--- src/rtl/rr_arbiter_pkg.sv ---
// Shared arbitration constants and the elaboration-time range check for PORTS.
// The range-check macro sits beside the package so every arbiter variant gets the same guard.
`ifndef RR_ARBITER_PKG_SV
`define RR_ARBITER_PKG_SV

`define RR_ARB_CHECK_PORTS(P) \
    if ((P) < 2 || (P) > 32) begin : g_ports_range_err \
        $error("rr_arbiter: PORTS must be in 2..32"); \
    end

package rr_arbiter_pkg;
    localparam bit ARB_FIXED = 1'b0;
    localparam bit ARB_RR    = 1'b1;
endpackage

`endif

--- src/rtl/priority_encoder.sv ---
// Lowest-index-wins priority encoder: valid_o when any bit is set, idx_o is the lowest set bit.
module priority_encoder #(
    parameter int WIDTH = 4,
    localparam int IW = (WIDTH > 1) ? $clog2(WIDTH) : 1
) (
    input  logic [WIDTH-1:0] req_i,
    output logic             valid_o,
    output logic [IW-1:0]    idx_o
);

    always_comb begin
        valid_o = |req_i;
        idx_o   = '0;
        // Scan downwards so the lowest set index is the last one written.
        for (int i = WIDTH - 1; i >= 0; i--) begin
            if (req_i[i]) begin
                idx_o = IW'(i);
            end
        end
    end

endmodule

--- src/rtl/rr_arbiter.sv ---
// Round-robin / fixed-priority arbiter with registered one-hot grant, encoded select and
// optional grant holding (while requested, or until the holder acknowledges).
module rr_arbiter
    import rr_arbiter_pkg::*;
#(
    parameter int PORTS       = 4,
    parameter int ROUND_ROBIN = 1,
    parameter int BLOCK       = 1,
    parameter int BLOCK_ACK   = 0,
    localparam int IW = $clog2(PORTS)
) (
    input  logic             clk,
    input  logic             rst_n,
    input  logic [PORTS-1:0] request,
    input  logic [PORTS-1:0] acknowledge,
    output logic [PORTS-1:0] grant,
    output logic             grant_valid,
    output logic [IW-1:0]    grant_encoded
);

    `RR_ARB_CHECK_PORTS(PORTS)

    localparam bit MODE = (ROUND_ROBIN != 0) ? ARB_RR : ARB_FIXED;

    logic [PORTS-1:0] grant_q, grant_d;
    logic [PORTS-1:0] mask_q, mask_d;
    logic [IW-1:0]    grant_enc_q, grant_enc_d;
    logic             grant_valid_q, grant_valid_d;

    logic [PORTS-1:0] masked_req;
    logic             masked_valid, any_req;
    logic [IW-1:0]    masked_idx, unmasked_idx, winner;
    logic             rel_hold, free;

    assign masked_req = request & mask_q;

    priority_encoder #(.WIDTH(PORTS)) u_pe_masked (
        .req_i   (masked_req),
        .valid_o (masked_valid),
        .idx_o   (masked_idx)
    );

    priority_encoder #(.WIDTH(PORTS)) u_pe_unmasked (
        .req_i   (request),
        .valid_o (any_req),
        .idx_o   (unmasked_idx)
    );

    // Acknowledge mode ignores the holder's request level; blocking mode releases on request drop.
    always_comb begin
        if (BLOCK_ACK != 0) begin
            rel_hold = grant_valid_q & acknowledge[grant_enc_q];
        end else if (BLOCK != 0) begin
            rel_hold = ~request[grant_enc_q];
        end else begin
            rel_hold = 1'b1;
        end
    end

    assign free   = ~grant_valid_q | rel_hold;
    assign winner = masked_valid ? masked_idx : unmasked_idx;

    always_comb begin
        grant_d       = grant_q;
        grant_enc_d   = grant_enc_q;
        grant_valid_d = grant_valid_q;
        mask_d        = mask_q;
        if (free) begin
            if (any_req) begin
                grant_d       = {{(PORTS-1){1'b0}}, 1'b1} << winner;
                grant_enc_d   = winner;
                grant_valid_d = 1'b1;
                // Only ports above the winner stay preferred; winner PORTS-1 empties the mask.
                if (MODE == ARB_RR) begin
                    mask_d = ({PORTS{1'b1}} << winner) << 1;
                end else begin
                    mask_d = '1;
                end
            end else begin
                grant_d       = '0;
                grant_valid_d = 1'b0;
            end
        end
    end

    always_ff @(posedge clk or negedge rst_n) begin
        if (!rst_n) begin
            grant_q       <= '0;
            grant_enc_q   <= '0;
            grant_valid_q <= 1'b0;
            mask_q        <= '1;
        end else begin
            grant_q       <= grant_d;
            grant_enc_q   <= grant_enc_d;
            grant_valid_q <= grant_valid_d;
            mask_q        <= mask_d;
        end
    end

    assign grant         = grant_q;
    assign grant_encoded = grant_enc_q;
    assign grant_valid   = grant_valid_q;

endmodule

--- config.mk ---
export PLATFORM = sky130hd
export DESIGN_NAME = rr_arbiter
export DESIGN_NICKNAME = d
export VERILOG_FILES = /design/src/rtl/rr_arbiter_pkg.sv /design/src/rtl/priority_encoder.sv /design/src/rtl/rr_arbiter.sv
export SDC_FILE = /design/constraint.sdc
export NUM_CORES = 1
export LEC_CHECK = 0
export BUFFER_PORTS_ARGS = -buffer_cell sky130_fd_sc_hd__buf_2
export CAP_MARGIN = 30
export CORE_AREA = 4 4 41 43
export CTS_BUF_LIST = sky130_fd_sc_hd__clkbuf_2 sky130_fd_sc_hd__clkbuf_4 sky130_fd_sc_hd__clkbuf_8
export CTS_CLUSTER_DIAMETER = 30
export DETAILED_ROUTE_END_ITERATION = 8
export DIE_AREA = 0 0 45 47
export PLACE_DENSITY = 0.67
export SLEW_MARGIN = 20
export SYNTH_ARGS = -nofsm -noshare
export SYNTH_HDL_FRONTEND = slang
export SYNTH_SLANG_ARGS = --single-unit
--- constraint.sdc ---
create_clock -name clk -period 1.65 [get_ports clk]
set_clock_uncertainty 0.1 [all_clocks]
set_input_delay 0.0825 -clock clk [delete_from_list [all_inputs] [get_ports clk]]
set_output_delay 0.0825 -clock clk [all_outputs]
set_load 0.01 [all_outputs]
==> out/results.ini <==
[placed_design]
placed_cell_area_um2=611.8
place_congestion=0.7822
place_hpwl_um=850.9
io_buffers=12
dp_cells=76
place_ws_ns=0.01071

[floorplan]
ios=17
initial_core_util_pct=40.38
dieWidth_um=45
core_mm2=0.001301
die_h_um=47
die-area_mm2=0.002115
num_rows=13

[cells_and_area]
diodes=0
final_cells=83
final_area_um2=684.4
nets=79
syn2layout_area_growth_pct=30.24
drive_gt1_share_pct=51.47

[setup_path]
reg2reg_slack_ns=0.06
cp-start-kind=register
crit_required_ns=1.74
endpoint_kind=register
r2r_start=mask_q[1]
crit_arrival_ns=1.68
r2r-end=mask_q[3]
r2r_cells=4
critPathLaunch=mask_q[1]
cp-endpoint=mask_q[3]
worstPathMaxFanout=4
path_class=register to register

[logic_synthesis]
synth_edf_count=0
ys.flop_type=dfrtp_1
synthArstFlopShare_pct=100.0
synth_nets=58
synthCells=48
netlist.area_leader.share_pct=33.33
yosysWarnings=0
syn_area_um2=525.5
ys_seq_elements=11
synth.avg_cell_area_um2=10.95
seq_area_frac_synth_pct=53.33
netlist_top_cells_count=nand2_1, dfrtp_1, o21ai_0
synth_top_area_cell=dfrtp_1
synth_most_common_cell=nand2_1
ys_types=22
synthTopCellsByArea=dfrtp_1, dfstp_2, nand2_1

[global_route]
grt_overflow=0
grt_max_degree=12
antenna_found_initial=0
grt_usage_pct=12.89
grt_pass1_vias=456
grt_first_pass_wirelength_um=1925

[clock_tree]
clkSinkCount=11
numCtsBuffers=3
htree_levels=1
tritoncts=built
cts_buffer_depth=2
clkLatencyLatePin_ns=0.27
clockRootBuffer=clkbuf_4
path_clk_slew_ns=0.07

[job]
cap_violations=0

[sta]
finalWorstSetupSlack_ns=0.06280
post-route-period-util_pct=96.19
final-max-slew-violation-count=0
max_freq_mhz=630.0
slew_headroom_pct=79.87
setup_viol=0
worst_pin_slew_ns=0.2988
timing.hold.ws_ns=0.1022
hold_viol=0
period_minus_slack_ns=1.587

[drt]
route.vias.total=455
drc=0
wl_um=1121
via_per_inst=5.482
firstDrtPassIters=4
drtIter0Drc=14
wl_per_cell_um=13.51
ant_nets=0

[power_and_ir_drop]
p_leak_nw=0.3098
p_sw_mw=0.4144
clkPwrFrac_pct=16.2
combPwrFrac_pct=44.9
power.density_mw_per_mm2=1741
netSwitchingFraction_pct=34.77
cell_internal_pwr_mw=0.7773
seqPwrFrac_pct=39.0
ir_drop_uv=730.5

[outcome]
outcome=finished clean

[hold_path]
hold_class=input port to asynchronous set/reset pin

## metrics by stage
step | utilization, % | total power [mW] | TNS (ns)
after floorplan | - | 0.7831 | 0
after global placement | 47.02 | 0.9399 | 0
after detailed placement | 47.02 | 0.9581 | 0
after CTS | 51.44 | 1.178 | 0
after global routing | 52.60 | 1.281 | -0.002403
final | 52.60 | 1.192 | 0
## final cells by class
| cell class | count | area [um^2] |
|---|---|---|
| Clock buffer | 4 | 30.03 |
| Fill cell | 120 | 616.8 |
| Inverter | 2 | 7.507 |
| Multi-Input combinational cell | 35 | 251.5 |
| Sequential cell | 11 | 281.5 |
| Tap cell | 15 | 18.77 |
| Timing Repair Buffer | 16 | 95.09 |
## routing by layer
layer	vias to the layer above	part of all wire, %	GRT usage [%]
met5	-	0	0
met4	0	0.98	1.754
met1	217	42	13.71
met2	14	50	23.16
li1	220	-	-
met3	4	7.3	6.897
## worst max-delay path: stages, from the launching register on
cell	delay (ns)
dfstp_2	0.53
nand2_1	0.11
a32o_1	0.31
a31o_2	0.24
o22a_2	0.23
## power by group through the flow
| stage | Sequential, mW | Combinational, mW | Clock [mW] |
|---|---|---|---|
| floorplan | 0.479 | 0.304 | 0 |
| global route | 0.475 | 0.583 | 0.224 |
| CTS | 0.458 | 0.520 | 0.200 |
| finish | 0.464 | 0.535 | 0.193 |
| detailed placement | 0.462 | 0.496 | 0 |
| global placement | 0.456 | 0.484 | 0 |
## what timing repair did
item / CTS / global route
cloned: 0 / 0
pin swaps: 2 / 0
hold buffers: 2 / 0
endpoints found under the hold margin: 12 / 0
setup endpoints to repair: 1 / 5
gates resized for setup: 0 / 4
buffers inserted: 1 / 0
## flip-flops by register name (all words and copies together), names as in the netlist
| signal | count |
|---|---|
| grant_valid | 1 |
| grant | 4 |
| mask_q | 4 |
| grant_encoded | 2 |
## cell usage in the layout (no fill, tap or decap), drive strengths merged
cell type,synthesis,final
buf,0,14
nand2,10,10
dfrtp,7,7
o21ai,6,6
clkbuf,0,4
dfstp,4,4
mux2i,2,2
o22ai,2,2
inv,2,2
dlygate4sd3,0,2
nor2b,1,1
o21bai,1,1
a32o,1,1
a31oi,1,1
or2b,1,1
nor2,1,1
o311a,1,1
or3,1,1
a31o,1,1
or4,1,1
o221a,1,1
o21a,1,1
o22a,1,1
and2b,1,1
mux2,1,1
## worst min-delay path by stage
stage	from	to	slack [ns]	cells after the start
after global routing	rst_n	grant[2]	0.11	2
final	rst_n	grant_encoded[0]	0.10	2
after CTS	rst_n	grant_encoded[0]	0.11	2
after global placement	rst_n	grant_encoded[1]	-0.14	1
after floorplan	rst_n	grant[0]	-0.31	0
after detailed placement	rst_n	grant_encoded[0]	-0.14	1
## logic make-up (layout without fill, tap and decap cells)
| group | after synthesis | count (layout) | share of synthesized area [%] |
|---|---|---|---|
| AOI/OAI and AO/OA | 16 | 16 | 21.91 |
| DFF | 11 | 11 | 53.33 |
| buffers and inverters | 2 | 22 | 1.429 |
| muxes | 3 | 3 | 6.666 |
| and+or+nand+nor | 16 | 16 | 16.67 |
Note: power is estimated with default switching activity, not from simulation.
